$ cat config.mk
export PLATFORM = sky130hd
export DESIGN_NAME = led_pattern_gen
export DESIGN_NICKNAME = d
export VERILOG_FILES = /design/src/rtl/led_pattern_gen.sv
export SDC_FILE = /design/constraint.sdc
export NUM_CORES = 1
export LEC_CHECK = 0
export ABC_AREA = 1
export CORE_ASPECT_RATIO = 1.75
export CORE_MARGIN = 2
export CORE_UTILIZATION = 55
export DETAILED_ROUTE_END_ITERATION = 7
export GPL_ROUTABILITY_DRIVEN = 0
export HOLD_SLACK_MARGIN = 0.1
export PLACE_DENSITY = 0.76
export SETUP_SLACK_MARGIN = 0.15
export SLEW_MARGIN = 20
export SYNTH_ARGS = -nofsm -noshare
export SYNTH_HDL_FRONTEND = slang
export SYNTH_SLANG_ARGS = --single-unit
$ cat constraint.sdc
create_clock -name clk -period 2.5 [get_ports clk]
set_input_delay 0.5 -clock clk [delete_from_list [all_inputs] [get_ports clk]]
set_output_delay 0.5 -clock clk [all_outputs]
set_load 0.01 [all_outputs]
$ cat src/rtl/led_pattern_gen.sv
// led_pattern_gen: synchronises and debounces a 3-bit mode selector, adopts a
// new mode only on a step-tick boundary and drives NUM_LEDS outputs with one of
// eight patterns (off, blink, halves, flash, chaser, bounce, count, breathing).
//
// Output timing: state advanced (or reset by a mode change) at a tick edge
// becomes visible in the next cycle, and led is registered from the same
// next-state values, so led, mode_active and the pattern state always change
// together.
module led_pattern_gen #(
   parameter int NUM_LEDS       = 8,
   parameter int TICK_CYCLES    = 1500000,
   parameter int DEB_CYCLES     = 120000,
   parameter int PWM_BITS       = 8,
   parameter bit LED_ACTIVE_LOW = 1'b1
) (
   input  logic                clk,
   input  logic                rst,
   input  logic [2:0]          mode_in,
   output logic [NUM_LEDS-1:0] led,
   output logic                tick,
   output logic [2:0]          mode_active
);

   localparam int TW = (TICK_CYCLES > 1) ? $clog2(TICK_CYCLES) : 1;
   localparam int DW = (DEB_CYCLES > 1) ? $clog2(DEB_CYCLES) : 1;
   localparam int PW = (NUM_LEDS > 1) ? $clog2(NUM_LEDS) : 1;

   localparam logic [TW-1:0] TICK_LAST = TW'(TICK_CYCLES - 1);
   localparam logic [DW-1:0] DEB_LAST  = DW'(DEB_CYCLES - 1);
   localparam logic [PW-1:0] POS_LAST  = PW'(NUM_LEDS - 1);
   localparam logic [PW-1:0] POS_TURN  = PW'(NUM_LEDS - 2);

   // Breathing ramp: 16 levels from 0 up to full scale minus one step.
   localparam int DUTY_STEP_I = 2 ** (PWM_BITS - 4);
   localparam int DUTY_MAX_I  = (2 ** PWM_BITS) - DUTY_STEP_I;
   localparam logic [PWM_BITS-1:0] DUTY_STEP = PWM_BITS'(DUTY_STEP_I);
   localparam logic [PWM_BITS-1:0] DUTY_MAX  = PWM_BITS'(DUTY_MAX_I);

   // Builds the alternating-bit masks used by the blink pattern.
   function automatic logic [NUM_LEDS-1:0] alt_mask(input logic odd);
      logic [NUM_LEDS-1:0] m;
      m = '0;
      for (int i = 0; i < NUM_LEDS; i++) begin
         m[i] = (i[0] == odd);
      end
      return m;
   endfunction

   localparam logic [NUM_LEDS-1:0] EVEN_MASK  = alt_mask(1'b0);
   localparam logic [NUM_LEDS-1:0] ODD_MASK   = alt_mask(1'b1);
   localparam logic [NUM_LEDS-1:0] LOWER_MASK = {{(NUM_LEDS/2){1'b0}}, {(NUM_LEDS/2){1'b1}}};
   localparam logic [NUM_LEDS-1:0] UPPER_MASK = ~LOWER_MASK;
   localparam logic [NUM_LEDS-1:0] LED_OFF    = LED_ACTIVE_LOW ? {NUM_LEDS{1'b1}} : {NUM_LEDS{1'b0}};

   typedef enum logic {
      DIR_UP   = 1'b0,
      DIR_DOWN = 1'b1
   } dir_e;

   // Tick and mode-input front end.
   logic [TW-1:0]       tick_cnt_q, tick_cnt_d;
   logic [2:0]          sync1_q, sync2_q;
   logic [2:0]          cand_q, cand_d;
   logic [DW-1:0]       deb_cnt_q, deb_cnt_d;
   logic [2:0]          mode_pend_q, mode_pend_d;
   logic                tick_s;

   // Pattern state.
   logic [2:0]          mode_active_q, mode_active_d;
   logic                phase_q, phase_d;
   logic [PW-1:0]       pos_q, pos_d;
   logic [PW-1:0]       bpos_q, bpos_d;
   dir_e                bdir_q, bdir_d;
   logic [NUM_LEDS-1:0] count_q, count_d;
   logic [PWM_BITS-1:0] duty_q, duty_d;
   dir_e                ddir_q, ddir_d;
   logic [PWM_BITS-1:0] pwm_cnt_q, pwm_cnt_d;
   logic [NUM_LEDS-1:0] pat;
   logic [NUM_LEDS-1:0] led_q, led_d;

   assign tick_s      = (tick_cnt_q == TICK_LAST);
   assign tick        = tick_s;
   assign mode_active = mode_active_q;
   assign led         = led_q;

   // Tick counter wrap and debounce: a candidate must hold for DEB_CYCLES
   // before it is copied to the pending mode.
   always_comb begin
      tick_cnt_d  = tick_s ? '0 : tick_cnt_q + 1'b1;
      cand_d      = cand_q;
      deb_cnt_d   = deb_cnt_q;
      mode_pend_d = mode_pend_q;
      if (sync2_q != cand_q) begin
         cand_d    = sync2_q;
         deb_cnt_d = '0;
      end else if (deb_cnt_q == DEB_LAST) begin
         mode_pend_d = cand_q;
      end else begin
         deb_cnt_d = deb_cnt_q + 1'b1;
      end
   end

   // Pattern state: on a tick either adopt the pending mode (restarting every
   // pattern from its origin) or advance every pattern by one step.
   always_comb begin
      mode_active_d = mode_active_q;
      phase_d       = phase_q;
      pos_d         = pos_q;
      bpos_d        = bpos_q;
      bdir_d        = bdir_q;
      count_d       = count_q;
      duty_d        = duty_q;
      ddir_d        = ddir_q;
      pwm_cnt_d     = pwm_cnt_q + 1'b1;
      if (tick_s) begin
         if (mode_pend_q != mode_active_q) begin
            mode_active_d = mode_pend_q;
            phase_d       = 1'b0;
            pos_d         = '0;
            bpos_d        = '0;
            bdir_d        = DIR_UP;
            count_d       = '0;
            duty_d        = '0;
            ddir_d        = DIR_UP;
         end else begin
            phase_d = ~phase_q;
            pos_d   = (pos_q == POS_LAST) ? '0 : pos_q + 1'b1;
            count_d = count_q + 1'b1;
            // Bounce: each endpoint is shown once, then the walk turns.
            if (bdir_q == DIR_UP) begin
               if (bpos_q == POS_LAST) begin
                  bpos_d = POS_TURN;
                  bdir_d = DIR_DOWN;
               end else begin
                  bpos_d = bpos_q + 1'b1;
               end
            end else begin
               if (bpos_q == '0) begin
                  bpos_d = PW'(1);
                  bdir_d = DIR_UP;
               end else begin
                  bpos_d = bpos_q - 1'b1;
               end
            end
            // Breathing: triangle ramp that reverses at both endpoints.
            if (ddir_q == DIR_UP) begin
               if (duty_q == DUTY_MAX) begin
                  duty_d = duty_q - DUTY_STEP;
                  ddir_d = DIR_DOWN;
               end else begin
                  duty_d = duty_q + DUTY_STEP;
               end
            end else begin
               if (duty_q == '0) begin
                  duty_d = DUTY_STEP;
                  ddir_d = DIR_UP;
               end else begin
                  duty_d = duty_q - DUTY_STEP;
               end
            end
         end
      end
   end

   // Logical pattern (1 = lit) from next-state values, then output polarity.
   always_comb begin
      pat = '0;
      case (mode_active_d)
         3'd0: pat = '0;
         3'd1: pat = phase_d ? ODD_MASK : EVEN_MASK;
         3'd2: pat = phase_d ? UPPER_MASK : LOWER_MASK;
         3'd3: pat = phase_d ? {NUM_LEDS{1'b1}} : {NUM_LEDS{1'b0}};
         3'd4: pat = NUM_LEDS'(1) << pos_d;
         3'd5: pat = NUM_LEDS'(1) << bpos_d;
         3'd6: pat = count_d;
         3'd7: pat = {NUM_LEDS{(pwm_cnt_d < duty_d)}};
      endcase
      led_d = LED_ACTIVE_LOW ? ~pat : pat;
   end

   // All state registers; reset clears everything including any pending mode.
   always_ff @(posedge clk) begin
      if (rst) begin
         tick_cnt_q    <= '0;
         sync1_q       <= '0;
         sync2_q       <= '0;
         cand_q        <= '0;
         deb_cnt_q     <= '0;
         mode_pend_q   <= '0;
         mode_active_q <= '0;
         phase_q       <= 1'b0;
         pos_q         <= '0;
         bpos_q        <= '0;
         bdir_q        <= DIR_UP;
         count_q       <= '0;
         duty_q        <= '0;
         ddir_q        <= DIR_UP;
         pwm_cnt_q     <= '0;
         led_q         <= LED_OFF;
      end else begin
         tick_cnt_q    <= tick_cnt_d;
         sync1_q       <= mode_in;
         sync2_q       <= sync1_q;
         cand_q        <= cand_d;
         deb_cnt_q     <= deb_cnt_d;
         mode_pend_q   <= mode_pend_d;
         mode_active_q <= mode_active_d;
         phase_q       <= phase_d;
         pos_q         <= pos_d;
         bpos_q        <= bpos_d;
         bdir_q        <= bdir_d;
         count_q       <= count_d;
         duty_q        <= duty_d;
         ddir_q        <= ddir_d;
         pwm_cnt_q     <= pwm_cnt_d;
         led_q         <= led_d;
      end
   end

endmodule

* After elaboration in Yosys (flattened, before gate mapping)
Cells that the tools add are included.
Operators by class: add/subtract/negate cells 9, $lt $le $gt $ge 1, eq/ne operators 14, shifts and indexed selects 2, mux-type cells 31, bitwise logic cells 3, reductions and logical operators 6
Operators by type and width (count):
- $mux W8 | 10
- $pmux W8 S8 | 1
- $mux W3 | 10
- $add A21 B1 Y21 const B | 1
- $eq A21 B21 Y1 const B | 1
- $eq A3 B3 Y1 const B | 6
- $add A17 B1 Y17 const B | 1
- $eq A17 B17 Y1 const B | 1
- $add A8 B1 Y8 const B | 2
- $shl A1 B3 Y8 const A | 2
- $mux W1 | 10
- $add A8 B5 Y8 const B | 1
- $eq A8 B8 Y1 const B | 1
- $logic_not A8 Y1 | 1
- $lt A8 B8 Y1 | 1
- $not A8 Y8 | 1
- $sub A8 B5 Y8 const B | 1
- $add A3 B1 Y3 const B | 2
- $eq A3 B2 Y1 const B | 2
- $logic_not A3 Y1 | 2
- $ne A3 B3 Y1 | 2
- $reduce_or A2 Y1 | 2
- $eq A3 B1 Y1 const B | 1
- $sub A3 B1 Y3 const B | 1
- other kinds (2) | 3
Word-level totals: flip-flop bits (word level) 94, input port bits 5, output and inout bits 12

* Logic depth before layout (Yosys ltp)
depth after elaboration 8, gate-level depth with buffers 17, depth with buffers taken out 17

* Least setup slack after synthesis
OpenSTA, ideal clock, no wires.
path kind reg-to-reg, start point register tick_cnt_q[0], end point register led_q[0] (netlist: led[0]), data arrival time 2.585 ns, required time 2.375 ns, path slack -0.209 ns, stages on the path, launching flop included 16, period minus slack after synthesis 2.709 ns, path through dfxtp_1 > ha_1 > nand3_1 > nor2_2 > nand2_1 > nor2_4 > o211ai_1 > xor2_1 > or2_2 > ha_1 > nand2_1 > o21ai_0 > nor3_1 > nand2_2 > nand3_1 > nand2_1
On the way: longest elaborated chain between the ends 5, elaborated cells on any way between the ends 23, those cells by class order compare: 1; eq/ne: 8; shift: 2; mux: 10; bitwise: 1; reduce/logical: 1
Ends and longest elaborated chain:
- from (decl) | RTL line 61 | logic [TW-1:0] tick_cnt_q, tick_cnt_d;
- from (signal assigned) | RTL line 201 | tick_cnt_q <= tick_cnt_d;
- $eq A21 B21 Y1 (*) | RTL line 81 | assign tick_s = (tick_cnt_q == TICK_LAST);
- named net tick | RTL line 20 | output logic tick,
- $mux W8 (tied with other cells) | RTL line 115 | if (tick_s) begin
- $lt A8 B8 Y1 (tied with other cells) | RTL line 176 | 3'd7: pat = {NUM_LEDS{(pwm_cnt_d < duty_d)}};
- $pmux W8 S8 (*) | RTL line 168 | case (mode_active_d)
- $not A8 Y8 (*) | RTL line 178 | led_d = LED_ACTIVE_LOW ? ~pat : pat;
- to (signal assigned) | RTL line 216 | led_q <= led_d;
- to (decl) | RTL line 79 | logic [NUM_LEDS-1:0] led_q, led_d;
The timed path passes the listed nets; every way through them passes the cells marked *. A chain may end at the register's enable or synchronous reset.

* Final worst setup path
start point register duty_q[5], end point register led_q[1] (netlist: led[1])
On the way: longest elaborated chain between the ends 8, elaborated cells on any way between the ends 12, those cells by class add/sub: 2; order compare: 1; eq/ne: 1; mux: 6; bitwise: 1; reduce/logical: 1
Ends and longest elaborated chain:
- from (decl) | RTL line 75 | logic [PWM_BITS-1:0] duty_q, duty_d;
- from (signal assigned) | RTL line 213 | duty_q <= duty_d;
- $add A8 B5 Y8 (tied with other cells) | RTL line 151 | duty_d = duty_q + DUTY_STEP;
- $mux W8 (on tied branches) | RTL line 147, 154
- $mux W8 | RTL line 146 | if (ddir_q == DIR_UP) begin
- $mux W8 | RTL line 116 | if (mode_pend_q != mode_active_q) begin
- $mux W8 (*) | RTL line 115
- $lt A8 B8 Y1 (*) | RTL line 176
- $pmux W8 S8 (*) | RTL line 168
- $not A8 Y8 (*) | RTL line 178
Mark *: on every way between the ends. The rest lies on a longest branch, timed or not.

==> flow_metrics.env <==
export IMPL_yosysMostFrequentCell="nand2_1"
export IMPL_drt_iter0_drc=181
export IMPL_io_buffers=16
export IMPL_min_period_over_period=1.018
export IMPL_grt_use_met2=0.4742
export IMPL_diodes=0
export IMPL_insertion_delay_ns=0.36
export IMPL_p_leak_uw=0.002592
export IMPL_violations="setup timing"
export IMPL_finalHoldViolCount=0
export IMPL_cts_max_level=3
export IMPL_grt_pass1_vias=4672
export IMPL_clk_pin_slew_ns=0.07
export IMPL_clockBufferDepth=2
export IMPL_report_final_slew_viol_count=0
export IMPL_design_area_sq_um=6215
export IMPL_rsz0062_at_grt="true"
export IMPL_area_delta_synth_final_pct=25.94
export IMPL_synth_async_reset_ratio=0
export IMPL_final_setup_tns_ns=-0.3107
export IMPL_crit_type="register to register"
export IMPL_crit_start="duty_q[5]"
export IMPL_synth_main_ff_cell="dfxtp_1"
export IMPL_synth_area_leader_cell="dfxtp_1"
export IMPL_dieWidth_microns=75.61
export IMPL_drive_gt1_frac=0.2221
export IMPL_synthTopCellsByArea="dfxtp_1, nand2_1, nor2_1"
export IMPL_setup_viol=8
export IMPL_cp_max_fo=8
export IMPL_r2r_start="duty_q[5]"
export IMPL_period_minus_slack_ns=2.546
export IMPL_cts_root_buf="clkbuf_16"
export IMPL_synth_top_cell_area_share=0.3813
export IMPL_vias=4719
export IMPL_synth_edf_count=0
export IMPL_initial_core_util=0.5654
export IMPL_grt_busiest_layer="met2"
export IMPL_vias_per_cell=5.267
export IMPL_seq_area_frac_synth=0.3813
export IMPL_outcome="finished, violations left"
export IMPL_fin_nets=800
export IMPL_worstHoldPathType="register to register"
export IMPL_synthTopCellsByCount="nand2_1, nor2_1, dfxtp_1"
export IMPL_cts_tree="yes"
export IMPL_max_vdd_ir_drop_mv=0.4140
export IMPL_crit_path_cell_trace="ha_2, nand3_1, nand2_2, inv_2, or2_4, o211ai_1, xor2_1, or2_4, ha_4, nand2_2, o21ai_2, nor3_2, nand2_4, nand3_2, nand2_1"
export IMPL_dpl_cell_area_sq_um=5624
export IMPL_drt_antenna_violating_nets=0
export IMPL_reg2regPathDepth=15
export IMPL_synth_compound_gate_area_share=0.08190
export IMPL_grt_overflow=0
export IMPL_drv_cap=0
export IMPL_wl_per_cell_microns=13.52
export IMPL_grt_use_met1=0.2520
export IMPL_yosysUniqueCellTypes=40
export IMPL_slowest_stage="dfxtp_1"
export IMPL_slew_headroom=0.6846
export IMPL_syn_area_per_cell_sq_um=7.090
export IMPL_yosysWarnings=0
export IMPL_synthSimpleGateAreaFrac=0.3770
export IMPL_grt_start_max_net_pins=46
export IMPL_clock_skew_ns=0.01058
export IMPL_synthCells=696
export IMPL_grt_pass1_wl_microns=19370
export IMPL_fmax_ghz=0.3928
export IMPL_fillers=692
export IMPL_routed_wl_microns=12110
export IMPL_coreArea_sq_um=8727
export IMPL_synth_top_family_by_area="simple AND/OR/NAND/NOR gates"
export IMPL_die_h_microns=129.3
export IMPL_dp_hpwl_microns=8660
export IMPL_grtUsageMet3=0.05832
export IMPL_required_ns=2.74
export IMPL_ys_seq_elements=94
export IMPL_critPathArrivalTime_ns=2.79
export IMPL_synthAdderAreaFrac=0.05071
export IMPL_p_per_area_nw_per_um2=485.0
export IMPL_synth_mux_area_frac=0
export IMPL_startpoint_type="register"
export IMPL_tightest_slew_ns=0.4732
export IMPL_syn_nets=721
export IMPL_cts_sinks=94
export IMPL_drc=0
export IMPL_antenna_found_initial=0
export IMPL_slowest_delay_ns=0.38
export IMPL_min_from="sync1_q[0]"
export IMPL_synth_xor_area_frac=0.03017
export IMPL_drt_pass1_iterations=6
export IMPL_timing_final_ws_setup_ns=-0.04595
export IMPL_dieArea_sq_um=9776
export IMPL_synth_cell_area_sq_um=4935
export IMPL_std_cell_rows=45
export IMPL_ctsHoldBuffers=0
export IMPL_numCtsBuffers=9
export IMPL_end_kind="register"
export IMPL_grtUsageTotal=0.2558
export IMPL_ioPinCount=17
export IMPL_holdPathStages=2
stage by stage:
stage	total power [uW]	hold WS [ns]	util	instances	setup slack (ns)
global placement	1656	0.3886	0.6444	862	0.01545
finish	3014	0.4057	0.7121	896	-0.04595
detailed placement	1660	0.3974	0.6444	862	-0.1001
CTS	3025	0.4066	0.6952	892	-0.07784
global route	3088	0.4200	0.7121	896	-0.2296
floorplan	1630	0.3883	-	696	0.04951
sequential cells by signal, indices dropped and copies added, names as in the netlist, 3 cells and up:
register and flops:
tick_cnt_q 21, deb_cnt_q 17, count_q 8, duty_q 8, led 8, pwm_cnt_q 8, bpos_q 3, cand_q 3
mode_active 3, mode_pend_q 3, pos_q 3, sync1_q 3, sync2_q 3
layout make-up:
cell class	instances	area (sq um)	area share
Multi-Input combinational cell	501	2877	0.4629
Sequential cell	94	1888	0.3038
Timing Repair Buffer	79	669.4	0.1077
Inverter	90	337.8	0.05436
Clock buffer	9	225.2	0.03624
Tap cell	117	146.4	0.02356
Clock inverter	6	71.32	0.01148
timing repair:
action | in CTS | in global routing
setup buffers | 15 | 4
setup endpoints to repair | 9 | 9
gates resized for setup | 11 | 26
gates cloned | 0 | 0
pin swaps | 18 | 19
where the power goes:
| group | internal (uW) | switching [uW] | leakage (uW) |
|---|---|---|---|
| Sequential | 1510 | 13.3 | 0.000762 |
| Clock | 778 | 608 | 0.000139 |
| Combinational | 39.4 | 60.7 | 0.00169 |
| Total | 2330 | 682 | 0.00259 |
final timing paths:
| check | end | slack, ns |
|---|---|---|
| min reg2reg | sync2_q[0] | 0.41 |
| max | led[1] | -0.05 |
| max reg2reg | led[1] | -0.05 |
| min | sync2_q[0] | 0.41 |
layout by cell type, fill, tap and decap left out, types with 3 or more instances in the layout:
cell | netlist | final
nand2_1 | 144 | 140
nor2_1 | 113 | 110
dfxtp_1 | 94 | 89
inv_1 | 82 | 81
buf_4 | 0 | 53
a21oi_1 | 37 | 33
nand3_1 | 40 | 30
nor3_1 | 22 | 21
ha_1 | 20 | 16
nand3_2 | 6 | 15
clkdlybuf4s50_1 | 0 | 15
nand2_2 | 10 | 13
nand4_1 | 12 | 12
nor2_4 | 9 | 12
nor2_2 | 11 | 11
o21ai_0 | 11 | 10
xor2_1 | 10 | 10
buf_6 | 1 | 10
inv_2 | 8 | 9
clkbuf_16 | 0 | 9
nor3b_1 | 8 | 8
or2_2 | 9 | 7
xnor2_1 | 7 | 7
dfxtp_2 | 0 | 5
o21bai_1 | 4 | 4
o21ai_1 | 4 | 4
nand2_4 | 3 | 4
o211ai_1 | 3 | 3
o21a_1 | 3 | 3
ha_4 | 0 | 3
worst max-delay path, delay by kind of cell (launching register included):
family	cells	cell delay, ns
simple gates	9	1.15
compound gates	2	0.17
xor+xnor	1	0.28
flops	1	0.38
buf+inv	1	0.04
fa+ha+maj	2	0.41
kinds of logic (layout without fill, tap and decap cells):
logic type,Yosys count,in the layout
compound gates,71,71
xor+xnor,17,17
fa+ha+maj,20,20
buf+inv,101,184
flops,94,94
simple gates,393,393
routing by layer:
| metal | vias to the layer above | share of wire |
|---|---|---|
| li1 | 2375 | - |
| met1 | 2185 | 0.37 |
| met2 | 108 | 0.55 |
| met3 | 51 | 0.036 |
| met4 | 0 | 0.048 |
| met5 | - | 0 |
Power figures use the tool's default switching activity.
